--- config.mk ---
export PLATFORM = sky130hd
export DESIGN_NAME = time_set_entry
export DESIGN_NICKNAME = d
export VERILOG_FILES = /design/src/rtl/time_set_entry_pkg.sv /design/src/rtl/time_set_entry_validator.sv /design/src/rtl/time_set_entry.sv
export SDC_FILE = /design/constraint.sdc
export NUM_CORES = 1
export LEC_CHECK = 0
export ABC_AREA = 0
export CAP_MARGIN = 5
export CORE_ASPECT_RATIO = 1.25
export CORE_UTILIZATION = 35
export DETAILED_ROUTE_END_ITERATION = 10
export SYNTH_ARGS = -nofsm -noshare
export SYNTH_HDL_FRONTEND = slang
export SYNTH_SLANG_ARGS = --single-unit
export TNS_END_PERCENT = 50
--- constraint.sdc ---
create_clock -name CLK -period 9.05 [get_ports CLK]
set_clock_uncertainty 0.05 [all_clocks]
set_input_delay 1.3575 -clock CLK [delete_from_list [all_inputs] [get_ports CLK]]
set_output_delay 1.3575 -clock CLK [all_outputs]
set_load 0.01 [all_outputs]
--- src/rtl/time_set_entry_pkg.sv ---
// Shared definitions for the keypad time/date entry controller: digit index
// map, controller states, the power-on digit vector and the calendar helpers
// used by the validator.
package time_set_pkg;

    localparam int DIGIT_W   = 4;
    localparam int N_DIGITS  = 14;
    localparam int VEC_W     = DIGIT_W * N_DIGITS;

    // Digit slot positions inside the packed 56-bit vector (slot i at [4i+3:4i]).
    localparam int IDX_10HOUR   = 0;
    localparam int IDX_HOUR     = 1;
    localparam int IDX_10MINUTE = 2;
    localparam int IDX_MINUTE   = 3;
    localparam int IDX_10SECOND = 4;
    localparam int IDX_SECOND   = 5;
    localparam int IDX_10DAY    = 6;
    localparam int IDX_DAY      = 7;
    localparam int IDX_10MONTH  = 8;
    localparam int IDX_MONTH    = 9;
    localparam int IDX_MILLENIA = 10;
    localparam int IDX_CENTURY  = 11;
    localparam int IDX_DECADE   = 12;
    localparam int IDX_YEAR     = 13;

    localparam logic [3:0] LAST_CURSOR = 4'd13;

    typedef enum logic [1:0] {
        ST_IDLE    = 2'd0,
        ST_CAPTURE = 2'd1,
        ST_COMMIT  = 2'd2
    } state_t;

    // 00:00:00 01.01.1999, slot 13 in the top nibble.
    localparam logic [VEC_W-1:0] RESET_DIGITS = 56'h99911010000000;

    function automatic logic [3:0] get_digit(input logic [VEC_W-1:0] vec, input int idx);
        return vec[idx*DIGIT_W +: DIGIT_W];
    endfunction

    // Two BCD digits to a binary value; non-BCD digits still produce a
    // number (rejected separately by the per-digit range check).
    function automatic logic [7:0] bcd2(input logic [3:0] hi, input logic [3:0] lo);
        return ({4'd0, hi} * 8'd10) + {4'd0, lo};
    endfunction

    function automatic logic [4:0] days_in_month(input logic [7:0] month, input logic leap);
        case (month)
            8'd2:                    return leap ? 5'd29 : 5'd28;
            8'd4, 8'd6, 8'd9, 8'd11: return 5'd30;
            default:                 return 5'd31;
        endcase
    endfunction

    function automatic logic [3:0] cursor_inc(input logic [3:0] c);
        return (c == LAST_CURSOR) ? 4'd0 : c + 4'd1;
    endfunction

    function automatic logic [3:0] cursor_dec(input logic [3:0] c);
        return (c == 4'd0) ? LAST_CURSOR : c - 4'd1;
    endfunction

endpackage

--- src/rtl/time_set_entry_validator.sv ---
// time_set_validator: combinational plausibility check of a 14-digit BCD
// time/date value (digit ranges, 24h clock, month 1..12, day within month
// including Gregorian leap years).
// Ports: shadow (in, 56) packed digits; valid (out, 1) value acceptable.
module time_set_validator
    import time_set_pkg::*;
(
    input  logic [VEC_W-1:0] shadow,
    output logic             valid
);

    logic       w_all_bcd;
    logic [7:0] w_hour;
    logic [7:0] w_month;
    logic [7:0] w_day;
    logic [7:0] w_yy;
    logic [7:0] w_cc;
    logic       w_leap;
    logic [4:0] w_dim;

    always_comb begin
        w_all_bcd = 1'b1;
        for (int i = 0; i < N_DIGITS; i++) begin
            if (get_digit(shadow, i) > 4'd9) w_all_bcd = 1'b0;
        end

        w_hour  = bcd2(get_digit(shadow, IDX_10HOUR),   get_digit(shadow, IDX_HOUR));
        w_month = bcd2(get_digit(shadow, IDX_10MONTH),  get_digit(shadow, IDX_MONTH));
        w_day   = bcd2(get_digit(shadow, IDX_10DAY),    get_digit(shadow, IDX_DAY));
        w_yy    = bcd2(get_digit(shadow, IDX_DECADE),   get_digit(shadow, IDX_YEAR));
        w_cc    = bcd2(get_digit(shadow, IDX_MILLENIA), get_digit(shadow, IDX_CENTURY));

        // Divisible by 4, except century years that are not divisible by 400
        // (yy == 0 falls back to the century number mod 4).
        w_leap = (w_yy[1:0] == 2'd0) && ((w_yy != 8'd0) || (w_cc[1:0] == 2'd0));
        w_dim  = days_in_month(w_month, w_leap);

        valid = w_all_bcd
             && (get_digit(shadow, IDX_10HOUR)   <= 4'd2)
             && (w_hour <= 8'd23)
             && (get_digit(shadow, IDX_10MINUTE) <= 4'd5)
             && (get_digit(shadow, IDX_10SECOND) <= 4'd5)
             && (w_month >= 8'd1) && (w_month <= 8'd12)
             && (w_day >= 8'd1) && (w_day <= {3'd0, w_dim});
    end

endmodule

--- src/rtl/time_set_entry.sv ---
// time_set_entry: keypad entry of a 14-digit BCD time/date into a shadow
// register, committed to the counter chain with a one-cycle load strobe.
// Ports: CLK/RST (sync active-high); set_time_enable, b_0..b_9, up, down
// level keys; cur_digits live value; set_digits/load committed value and
// strobe; set_error reject strobe; cursor edit slot; entry_active capture.
// Build option TIME_SET_VALIDATE_EN: reject implausible values with
// set_error; when undefined every commit loads and set_error is 0.
module time_set_entry
    import time_set_pkg::*;
#(
    parameter int NUM_DIGITS = 14
) (
    input  logic                      CLK,
    input  logic                      RST,
    input  logic                      set_time_enable,
    input  logic                      b_0,
    input  logic                      b_1,
    input  logic                      b_2,
    input  logic                      b_3,
    input  logic                      b_4,
    input  logic                      b_5,
    input  logic                      b_6,
    input  logic                      b_7,
    input  logic                      b_8,
    input  logic                      b_9,
    input  logic                      up,
    input  logic                      down,
    input  logic [4*NUM_DIGITS-1:0]   cur_digits,
    output logic [4*NUM_DIGITS-1:0]   set_digits,
    output logic                      load,
    output logic                      set_error,
    output logic [3:0]                cursor,
    output logic                      entry_active
);

    logic [9:0]              w_keys;
    logic [9:0]              r_key_q;
    logic [9:0]              r_key_prev;
    logic                    r_up_q, r_up_prev;
    logic                    r_dn_q, r_dn_prev;
    logic                    r_en_q, r_en_prev;

    logic [9:0]              w_dig_rise;
    logic                    w_up_rise, w_dn_rise;
    logic                    w_en_rise, w_en_fall;
    logic [3:0]              w_dig_cnt;
    logic [3:0]              w_dig_val;
    logic                    w_valid;

    state_t                  r_state;
    logic [3:0]              r_cursor;
    logic [4*NUM_DIGITS-1:0] r_shadow;
    logic [4*NUM_DIGITS-1:0] r_set_digits;
    logic                    r_load;
    logic                    r_entry_active;

    assign w_keys = {b_9, b_8, b_7, b_6, b_5, b_4, b_3, b_2, b_1, b_0};

    assign w_dig_rise = r_key_q & ~r_key_prev;
    assign w_up_rise  = r_up_q & ~r_up_prev;
    assign w_dn_rise  = r_dn_q & ~r_dn_prev;
    assign w_en_rise  = r_en_q & ~r_en_prev;
    assign w_en_fall  = ~r_en_q & r_en_prev;

    // Count digit edges and encode the key number; only used when exactly one.
    always_comb begin
        w_dig_cnt = 4'd0;
        w_dig_val = 4'd0;
        for (int i = 0; i < 10; i++) begin
            if (w_dig_rise[i]) begin
                w_dig_cnt = w_dig_cnt + 4'd1;
                w_dig_val = 4'(i);
            end
        end
    end

`ifdef TIME_SET_VALIDATE_EN
    logic r_set_error;

    time_set_validator u_validator (
        .shadow (r_shadow),
        .valid  (w_valid)
    );

    assign set_error = r_set_error;

    always_ff @(posedge CLK) begin
        if (RST) begin
            r_set_error <= 1'b0;
        end else begin
            r_set_error <= (r_state == ST_COMMIT) && !w_valid;
        end
    end
`else
    assign w_valid   = 1'b1;
    assign set_error = 1'b0;
`endif

    always_ff @(posedge CLK) begin
        if (RST) begin
            r_key_q        <= '0;
            r_key_prev     <= '0;
            r_up_q         <= 1'b0;
            r_up_prev      <= 1'b0;
            r_dn_q         <= 1'b0;
            r_dn_prev      <= 1'b0;
            // Enable history resets high so an enable still held across reset
            // cannot look like a fresh request; a new press is required.
            r_en_q         <= 1'b1;
            r_en_prev      <= 1'b1;
            r_state        <= ST_IDLE;
            r_cursor       <= 4'd0;
            r_shadow       <= RESET_DIGITS;
            r_set_digits   <= RESET_DIGITS;
            r_load         <= 1'b0;
            r_entry_active <= 1'b0;
        end else begin
            r_key_q    <= w_keys;
            r_key_prev <= r_key_q;
            r_up_q     <= up;
            r_up_prev  <= r_up_q;
            r_dn_q     <= down;
            r_dn_prev  <= r_dn_q;
            r_en_q     <= set_time_enable;
            r_en_prev  <= r_en_q;

            r_load     <= 1'b0;

            case (r_state)
                ST_IDLE: begin
                    if (w_en_rise) begin
                        r_state        <= ST_CAPTURE;
                        r_shadow       <= cur_digits;
                        r_cursor       <= 4'd0;
                        r_entry_active <= 1'b1;
                    end
                end

                ST_CAPTURE: begin
                    if (w_en_fall) begin
                        // Exit takes priority; key edges in this cycle are dropped.
                        r_state        <= ST_COMMIT;
                        r_entry_active <= 1'b0;
                    end else if (w_dig_cnt == 4'd1) begin
                        r_shadow[{r_cursor, 2'b00} +: 4] <= w_dig_val;
                        r_cursor <= cursor_inc(r_cursor);
                    end else if (w_dig_cnt == 4'd0) begin
                        // Any digit edge (even an ambiguous multi-key one)
                        // suppresses cursor moves in the same cycle.
                        if (w_up_rise && !w_dn_rise) begin
                            r_cursor <= cursor_inc(r_cursor);
                        end else if (w_dn_rise && !w_up_rise) begin
                            r_cursor <= cursor_dec(r_cursor);
                        end
                    end
                end

                ST_COMMIT: begin
                    r_state <= ST_IDLE;
                    if (w_valid) begin
                        r_set_digits <= r_shadow;
                        r_load       <= 1'b1;
                    end
                end

                default: begin
                    r_state        <= ST_IDLE;
                    r_entry_active <= 1'b0;
                end
            endcase
        end
    end

    assign set_digits   = r_set_digits;
    assign load         = r_load;
    assign cursor       = r_cursor;
    assign entry_active = r_entry_active;

endmodule

==> results of run 1 <==
## worst max-delay path by stage
stage,to,slack (ps),start
after floorplan,r_shadow[48]$_SDFFE_PP1P_,2780,r_key_prev[1]$_SDFF_PP0_
after global placement,r_shadow[55]$_SDFFE_PP1P_,1760,r_key_prev[1]$_SDFF_PP0_
after detailed placement,r_shadow[52]$_SDFFE_PP1P_,1560,r_key_prev[1]$_SDFF_PP0_
after CTS,r_shadow[55]$_SDFFE_PP1P_,1550,r_key_prev[1]$_SDFF_PP0_
after global routing,r_shadow[48]$_SDFFE_PP1P_,870,r_key_prev[1]$_SDFF_PP0_
final,r_shadow[55]$_SDFFE_PP1P_,1500,r_key_prev[1]$_SDFF_PP0_
## placed cells by master, fill, tap and decap left out, types with 14 or more instances in the layout
cell type,count
dfxtp_1,146
o22ai_1,31
nand2_1,150
o21a_1,32
inv_1,20
clkdlybuf4s50_1,131
nand2b_1,16
clkbuf_16,17
a21oi_1,111
ha_1,14
nor2b_1,32
nor2_1,57
nand3_1,22
## layout make-up
| type | instances | area (µm²) | share of cell area |
|---|---|---|---|
| Clock inverter | 13 | 173 | 0.0192 |
| Inverter | 20 | 75.1 | 0.00833 |
| Timing Repair Buffer | 138 | 1360 | 0.151 |
| Tap cell | 265 | 332 | 0.0368 |
| Multi-Input combinational cell | 616 | 3710 | 0.411 |
| Sequential cell | 146 | 2920 | 0.324 |
| Clock buffer | 19 | 443 | 0.0491 |
## stage by stage
stage	total power, mW	worst slack [ps]	utilization
finish	1.68	1500	0.465
global route	1.76	866	0.465
CTS	1.70	1550	0.465
detailed placement	0.958	1560	0.433
global placement	0.955	1760	0.433
floorplan	0.881	2780	-
## metal layers
layer	wire length, µm	track usage	share of wire	vias up
li1	-	-	-	3115
met1	8540	0.249	0.44	2876
met2	9650	0.332	0.49	181
met3	980	0.0363	0.050	23
met4	376	0.0695	0.019	0
met5	0	0	0	-
## cells in the mapped netlist (all sizes together) (11+ instances only)
library cell and count:
buf 13, nor2 65, nor3 12, nand3 22, nor2b 34, a211oi 11, a21oi 113, o22ai 31
clkbuf 43, xnor2 14, inv 20, nand2b 17, dfxtp 146, nand2 150, ha 14, o21a 32
## sequential cells by signal (all words and copies together) (netlist names)
name and flops:
r_shadow 56, set_digits 56, r_key_prev 10, r_key_q 10
cursor 4, r_state 2, entry_active 1, load 1
r_dn_prev 1, r_dn_q 1, r_en_prev 1, r_en_q 1
r_up_prev 1, r_up_q 1
## cells by family after synthesis
group | synth area share
AO/OA/AOI/OAI | 0.241
XOR/XNOR | 0.0370
adder cells (fa/ha/maj) | 0.0267
buffers and inverters | 0.0448
flip-flops | 0.422
multiplexers | 0.0125
other | 0.000542
AND/OR/NAND/NOR | 0.215
## power groups by stage
stage / Clock (mW) / Sequential, mW / Combinational (mW)
finish: 0.737 / 0.685 / 0.261
global route: 0.781 / 0.688 / 0.288
CTS: 0.752 / 0.685 / 0.261
detailed placement: 0 / 0.699 / 0.259
global placement: 0 / 0.699 / 0.257
floorplan: 0 / 0.694 / 0.187
## worst register-to-register path: cells and delay by family, from the launching register on
family	cells	cell delay, ps
fa+ha+maj	8	2320
buf+inv	6	450
flops	1	300
xor+xnor	1	290
compound gates	8	2470
simple gates	13	1510
==> impl_metrics.toml, run 1 <==
[critical_path]
end_kind = "register"
timing.rr.start = "r_key_prev[1]$_SDFF_PP0_"
path_depth = 36
r2r_cells = 36
cp_common_cell = "ha_1"
crit_path_top_delay_cell = "a21oi_4"
slowest_delay_ps = 900
crit_path_max_fanout = 42
cp-start-kind = "register"
rr_endpoint = "r_shadow[55]$_SDFFE_PP1P_"
worst-path-buf-inv = 6
r2r_setup_slack_ps = 1500
timing_worst_setup_path_type = "register to register"
cpLargestDelayFamily = "compound AO/OA/AOI/OAI gates"
critPathRequiredTime_ps = 9300
arrival_ps = 7800

[clocking]
numCtsBuffers = 17
clkTransAtPathRegs_ps = 60
htreeDepth = 4
insertion_delay_ps = 420
cts_root_buffer = "clkbuf_16"
cts_tree = "yes"
postCtsResizedCells = 0
post-cts-setup-buffer-count = 0
clockBufferDepth = 2
holdBufCountCts = 0
clock_sinks = 146

[pwr]
p_switching_mw = 0.447
power_frac_clock = 0.438
p_leak_nw = 3.31
sequentialPowerShare = 0.407
swShare = 0.266
p_int_mw = 1.24
power_frac_comb = 0.155
vdd_drop_max_uv = 124
power_density_mw_per_mm2 = 187

[grt]
grt_max_degree = 92
grt_overflow_total = 0
grt.total_usage = 0.196
grt_pass1_wl_um = 31100
first_global_vias = 5842
grt_antenna_before_repair = 0

[min_path]
min_to = "set_digits[12]$_SDFFE_PP0P_"
hp-class = "register to register"
hp-start = "r_shadow[12]$_SDFFE_PP0P_"
hold_depth = 2

[die]
pin_count = 134
start_util = 0.357
core_area_mm2 = 0.0194
std_cell_rows = 57
chipHeight_um = 159
die_width_um = 128
die_area_mm2 = 0.0203

[routing]
post_drt_wl_per_cell_um = 16.1
dr.first_iter.drc_count = 506
firstDrtPassIters = 5
vias = 6195
ant_nets = 0
routed_wl_um = 19600
drc = 0
avgViaCountPerCell = 5.09

[layout]
nNetsFinal = 1024
area_growth_pct = 30.2
drive_gt1_frac = 0.0788
stdcell_area_mm2 = 0.00902
antenna_cells = 0
fill_cells = 1946
finalNonFillerCells = 1217

[timing]
fmax_mhz = 132
tightest_slew_ps = 1170
grt_setup_unrepaired = "false"
hold_viol = 0
drv_slew = 0
final-setup-viol-count = 0
setup_tns_ps = 0
fin_crit_sh = 0.834
finalCriticalPeriod_ps = 7550
hold_ws_ps = 398
relSlewSlack = 0.217

[synth]
syn_inst = 838
synth_area_leaders = "dfxtp_1 (42%), nand2_1 (8.1%), a21oi_1 (8.0%)"
synth_top_area_frac = 0.422
syn_area_mm2 = 0.00692
yosysSeqAreaShare = 0.422
synth.avg_cell_area_um2 = 8.26
ys_ff_latch = 146
synth_cell_types = 74
synth-edff-count = 0
yosysTopAreaCell = "dfxtp_1"
synth-warning-count = 0
ys.flop_type = "dfxtp_1"
syn_nets = 923
ys_async_sr_fraction = 0

[place]
place_area_mm2 = 0.00840
port_buffers = 132
placed_cells = 1185
gp_congestion = 0.883
place.detailed.hpwl_um = 13600

[job]
cap_violations = 0

[run_status]
outcome = "finished, final reports clean"
No activity file was read; power rests on OpenSTA's default activity.
==> inputs of run 2 (changes only) <==
- clock period: 9.05 -> 6.3 ns (I/O delays scaled with it)
==> run 2 against run 1 <==
Net effect: cell area is 3.5% higher; flip-flop and latch count unchanged; non-clock buffer count grew 23; largest cell class unchanged; worst setup slack worse by 1300 ps; clock power is 31% higher.
==> impl_metrics.toml, run 2 (same netlist as run 1, synthesis figures left out) <==
[pwr]
p_switching_mw = 0.702
swShare = 0.290
sequentialPowerShare = 0.407
finalPower_mw = 2.42
power_frac_comb = 0.194
p_int_mw = 1.72
power_frac_clock = 0.399
power_density_mw_per_mm2 = 259
p_leak_nw = 3.43
vdd_drop_max_uv = 174

[clocking]
holdBufCountCts = 0
clkTransAtPathRegs_ps = 60
clockBufferDepth = 2
htreeDepth = 4
cts_tree = "yes"
insertion_delay_ps = 430
clock_sinks = 146
cts_root_buffer = "clkbuf_16"
numCtsBuffers = 17

[die]
core_area_mm2 = 0.0194
start_util = 0.357
chipHeight_um = 159
die_area_mm2 = 0.0203
pin_count = 134
die_width_um = 128
std_cell_rows = 57

[routing]
avgViaCountPerCell = 5.17
vias = 6419
drc = 0
dr.first_iter.drc_count = 470
firstDrtPassIters = 6
post_drt_wl_per_cell_um = 16.7
ant_nets = 0
routed_wl_um = 20700

[layout]
nNetsFinal = 1049
area_growth_pct = 34.8
drive_gt1_frac = 0.123
finalNonFillerCells = 1241
regArea_mm2 = 0.00293
multiInputGateArea_mm2 = 0.00386
fill_cells = 1951
final_cell_mix = "nand2_1 (146), dfxtp_1 (144), clkdlybuf4s50_1 (131)"
final_common_cell = "nand2_1"
antenna_cells = 0

[timing]
final-setup-viol-count = 0
setup_tns_ps = 0
drv_slew = 0
relSlewSlack = 0.287
grt_setup_unrepaired = "true"
hold_viol = 0
finalCriticalPeriod_ps = 6140
tightest_slew_ps = 1060
fin_crit_sh = 0.975
fmax_mhz = 163

[critical_path]
rr_endpoint = "r_shadow[52]$_SDFFE_PP1P_"
critPathRequiredTime_ps = 6560
slowest_delay_ps = 380
cpLargestDelayFamily = "adder cells"
crit_path_top_delay_cell = "dfxtp_1"
cp-start-kind = "register"
r2r_cells = 37
cp_common_cell = "ha_4"
r2r_setup_slack_ps = 160
crit_path_max_fanout = 7
timing.rr.start = "r_key_q[1]$_SDFF_PP0_"
worst-path-buf-inv = 6
end_kind = "register"
timing_worst_setup_path_type = "register to register"
arrival_ps = 6400

[grt]
use_met3 = 0.0420
first_global_vias = 5972
grt_overflow_total = 0
grt_antenna_before_repair = 0
busiest_layer = "met2"
grt_pass1_wl_um = 31800
grt_util_met1 = 0.246
met2_usage = 0.343
grt_max_degree = 71
grt.total_usage = 0.203

[min_path]
hp-start = "r_shadow[7]$_SDFFE_PP0P_"
hold_depth = 2
min_to = "set_digits[7]$_SDFFE_PP0P_"
hp-class = "register to register"

[place]
place.detailed.hpwl_um = 14300
port_buffers = 132
placed_cells = 1196
gp_congestion = 0.854

[run_status]
outcome = "finished, final reports clean"

[job]
cap_violations = 0
==> run 2: worst max path at each step <==
| stage | from | end | slack [ps] | depth (start not counted) |
|---|---|---|---|---|
| final | r_key_q[1]$_SDFF_PP0_ | r_shadow[52]$_SDFFE_PP1P_ | 160 | 37 |
| after global routing | r_key_q[1]$_SDFF_PP0_ | r_shadow[40]$_SDFFE_PP1P_ | -120 | 36 |
| after CTS | r_key_q[0]$_SDFF_PP0_ | r_shadow[52]$_SDFFE_PP1P_ | 20 | 35 |
| after detailed placement | r_key_prev[1]$_SDFF_PP0_ | r_shadow[17]$_SDFFE_PP0P_ | -110 | 37 |
| after global placement | r_key_prev[1]$_SDFF_PP0_ | r_shadow[17]$_SDFFE_PP0P_ | 50 | 37 |
| after floorplan | r_key_prev[1]$_SDFF_PP0_ | r_shadow[51]$_SDFFE_PP1P_ | 30 | 37 |
==> run 2: final cells by class <==
class,count,area share
flip-flops and latches,146,0.313
repair buffers,161,0.170
clock inverters,13,0.0126
multi-input cells,618,0.413
clock buffers,18,0.0470
well taps,265,0.0355
inverters,20,0.00858
==> run 2: metrics by stage <==
step	hold slack, ps	utilization	worst slack, ps	instance area (µm²)
floorplan	380	-	27.6	6920
global placement	385	0.438	47.6	8500
detailed placement	396	0.438	-111	8500
CTS	406	0.469	24.5	9090
global route	421	0.481	-121	9340
finish	401	0.481	160	9340
==> run 2: routing by layer <==
metal	routed length, µm	vias to the layer above	part of all wire
met1	8710	2992	0.42
li1	-	3184	-
met5	0	-	0
met4	563	0	0.027
met3	1110	38	0.054
met2	10300	205	0.50
==> run 2: repair_timing <==
item	in CTS	in global routing
gates cloned	2	1
buffers inserted	1	10
resized for setup	3	26
endpoints found under the setup margin	59	60
pin swaps	4	18
==> run 2: power by group through the flow <==
stage               Clock (mW)  Combinational [mW]  Sequential [mW]
floorplan                    0               0.269            0.997
CTS                      0.988               0.399            0.985
global placement             0               0.384             1.00
global route              1.02               0.508            0.989
finish                   0.967               0.468            0.985
detailed placement           0               0.388             1.00
==> run 2: tightest hold or removal path, cell delays in order (launching register included) <==
cell and delay, ps:
dfxtp_1 310, nand2_1 50, a21oi_1 50
==> inputs of run 3 (changes only) <==
--- a/config.mk
+++ b/config.mk
@@ -6,9 +6,10 @@
 export NUM_CORES = 1
 export LEC_CHECK = 0
-export ABC_AREA = 0
+export ABC_AREA = 1
 export CAP_MARGIN = 5
 export CORE_ASPECT_RATIO = 1.25
 export CORE_UTILIZATION = 35
 export DETAILED_ROUTE_END_ITERATION = 10
+export HOLD_SLACK_MARGIN = 0.08
 export SYNTH_ARGS = -nofsm -noshare
 export SYNTH_HDL_FRONTEND = slang
--- a/constraint.sdc
+++ b/constraint.sdc
@@ -3,3 +3,3 @@
 set_input_delay 0.945 -clock CLK [delete_from_list [all_inputs] [get_ports CLK]]
 set_output_delay 0.945 -clock CLK [all_outputs]
-set_load 0.01 [all_outputs]
+set_load 0.1 [all_outputs]
==> run 3 against run 2 <==
Net effect: critical path depth increased by 4; sequential share of layout area fell by 1.8 points; maximum frequency rose by 1.3%; cell area is 6.2% higher; largest cell class unchanged; worst setup slack improved by 77 ps; critical path type unchanged; non-clock buffer count rose by 1; combinational power down 3%.
==> impl_metrics.toml, run 3 <==
[place]
place_area_mm2 = 0.00892
place.detailed.hpwl_um = 15300
gp_congestion = 0.926
pre_cts_slack_ps = -229
port_buffers = 132

[synth]
synth-warning-count = 0
yosysTopAreaCell = "dfxtp_1"
syn_nets = 1180
yosysSeqAreaShare = 0.399
ys.flop_type = "dfxtp_1"
syn_inst = 1095
synth_common_cells = "nand2_1 (271), nor2_1 (147), dfxtp_1 (146)"
ys_ff_latch = 146
synth-edff-count = 0
synth_top_area_frac = 0.399
synth.avg_cell_area_um2 = 6.68
syn_area_mm2 = 0.00732
ys_async_sr_fraction = 0
synth.most_common_cell = "nand2_1"
synth_cell_types = 40
synth_area_leaders = "dfxtp_1 (40%), nand2_1 (14%), nor2_1 (7.5%)"

[layout]
regArea_mm2 = 0.00293
antenna_cells = 0
final_cell_mix = "nand2_1 (255), dfxtp_1 (144), nor2_1 (143)"
multiInputGateArea_mm2 = 0.00382
final_common_cell = "nand2_1"
stdcell_area_mm2 = 0.00992
nNetsFinal = 1315
fill_cells = 2067
drive_gt1_frac = 0.106
area_growth_pct = 35.5

[critical_path]
cp_common_cell = "nand2_2"
worst-path-buf-inv = 12
critPathRequiredTime_ps = 6580
slowest_delay_ps = 320
r2r_setup_slack_ps = 240
cp-start-kind = "register"
startpoint = "r_key_q[0]$_SDFF_PP0_"
crit_path_max_fanout = 6
cpLargestDelayFamily = "simple AND/OR/NAND/NOR gates"
arrival_ps = 6340
timing.rr.start = "r_key_q[0]$_SDFF_PP0_"
timing_worst_setup_path_type = "register to register"
crit_path_top_delay_cell = "dfxtp_2"
end_kind = "register"

[die]
pin_count = 134
chipHeight_um = 164
start_util = 0.360
std_cell_rows = 58
die_width_um = 131
die_area_mm2 = 0.0215
core_area_mm2 = 0.0203

[min_path]
hp-class = "register to register"
hp-start = "r_key_q[9]$_SDFF_PP0_"

[timing]
finalWorstSetupSlack_ps = 237
hold_viol = 0
drv_slew = 0
finalCriticalPeriod_ps = 6060
final-setup-viol-count = 0
fmax_mhz = 165
tightest_slew_ps = 1020
relSlewSlack = 0.315
fin_crit_sh = 0.962

[pwr]
p_leak_nw = 4.57
power_frac_clock = 0.418
finalPower_mw = 2.46
power_density_mw_per_mm2 = 248
swShare = 0.288
p_int_mw = 1.75
power_frac_comb = 0.185
sequentialPowerShare = 0.397
vdd_drop_max_uv = 205
p_switching_mw = 0.707

[job]
cap_violations = 0

[routing]
ant_nets = 0
routed_wl_um = 21800
drc = 0
avgViaCountPerCell = 4.86
vias = 7359
post_drt_wl_per_cell_um = 14.4
dr.first_iter.drc_count = 596
firstDrtPassIters = 5

[clocking]
clock_sinks = 146
clockBufferDepth = 2
insertion_delay_ps = 430
cts_root_buffer = "clkbuf_16"
cts_tree = "yes"
clkTransAtPathRegs_ps = 60
numCtsBuffers = 17
htreeDepth = 4
holdBufCountCts = 0

[grt]
first_global_vias = 6760
grt.total_usage = 0.205
grt_max_degree = 97
grt_pass1_wl_um = 34200
grt_overflow_total = 0
grt_antenna_before_repair = 0

[run_status]
outcome = "finished, final reports clean"
-- run 3: what timing repair did --
item | 4_1_cts | 5_1_grt
cloned | 3 | 1
pin swaps | 12 | 17
setup endpoints to repair | 60 | 60
buffers inserted | 6 | 4
gates resized for setup | 29 | 24
-- run 3: cell type report --
class | instances | share of cell area
Clock buffer | 18 | 0.0433
Clock inverter | 14 | 0.0168
Inverter | 149 | 0.0564
Multi-Input combinational cell | 754 | 0.385
Sequential cell | 146 | 0.295
Tap cell | 270 | 0.0341
Timing Repair Buffer | 162 | 0.170
-- run 3: power groups by stage --
stage	logic, mW	registers, mW	clock network (mW)
after CTS	0.425	0.977	1.05
after global placement	0.391	0.997	0
after detailed placement	0.393	0.998	0
after global routing	0.505	0.981	1.09
after floorplan	0.239	1.02	0
final	0.455	0.978	1.03
-- run 3: worst register-to-register path: cells and delay by family, from the launching register on --
| family | cells | cell delay [ps] |
|---|---|---|
| AO/OA/AOI/OAI | 2 | 320 |
| adder cells (fa/ha/maj) | 8 | 1900 |
| buffers and inverters | 12 | 830 |
| flip-flops | 1 | 320 |
| AND/OR/NAND/NOR | 19 | 2540 |
-- run 3: kinds of logic after synthesis --
family	share of synthesized area
AO/OA/AOI/OAI	0.136
other	0.000512
buffers and inverters	0.104
AND/OR/NAND/NOR	0.332
adder cells (fa/ha/maj)	0.0239
flip-flops	0.399
XOR/XNOR	0.00359
-- run 3: final timing paths --
| path | to | cells after the start |
|---|---|---|
| hold / removal | r_key_prev[9]$_SDFF_PP0_ | 2 |
| setup reg to reg | r_shadow[41]$_SDFFE_PP0P_ | 41 |
| hold reg to reg | r_key_prev[9]$_SDFF_PP0_ | 2 |
| setup / recovery | r_shadow[41]$_SDFFE_PP0P_ | 41 |
-- run 3: layer usage --
layer	track usage	up-vias	share of wire
li1	-	3762	-
met1	0.250	3345	0.43
met2	0.347	205	0.49
met3	0.0407	47	0.047
met4	0.0925	0	0.034
met5	0	-	0
-- run 3: stage by stage --
step | utilization | hold slack [ps] | instances | setup TNS, ps
final | 0.488 | 380 | 1513 | 0
after floorplan | - | 352 | 1095 | 0
after CTS | 0.479 | 384 | 1508 | 0
after global routing | 0.488 | 392 | 1513 | -430
after global placement | 0.439 | 358 | 1467 | -5960
after detailed placement | 0.439 | 364 | 1467 | -11560
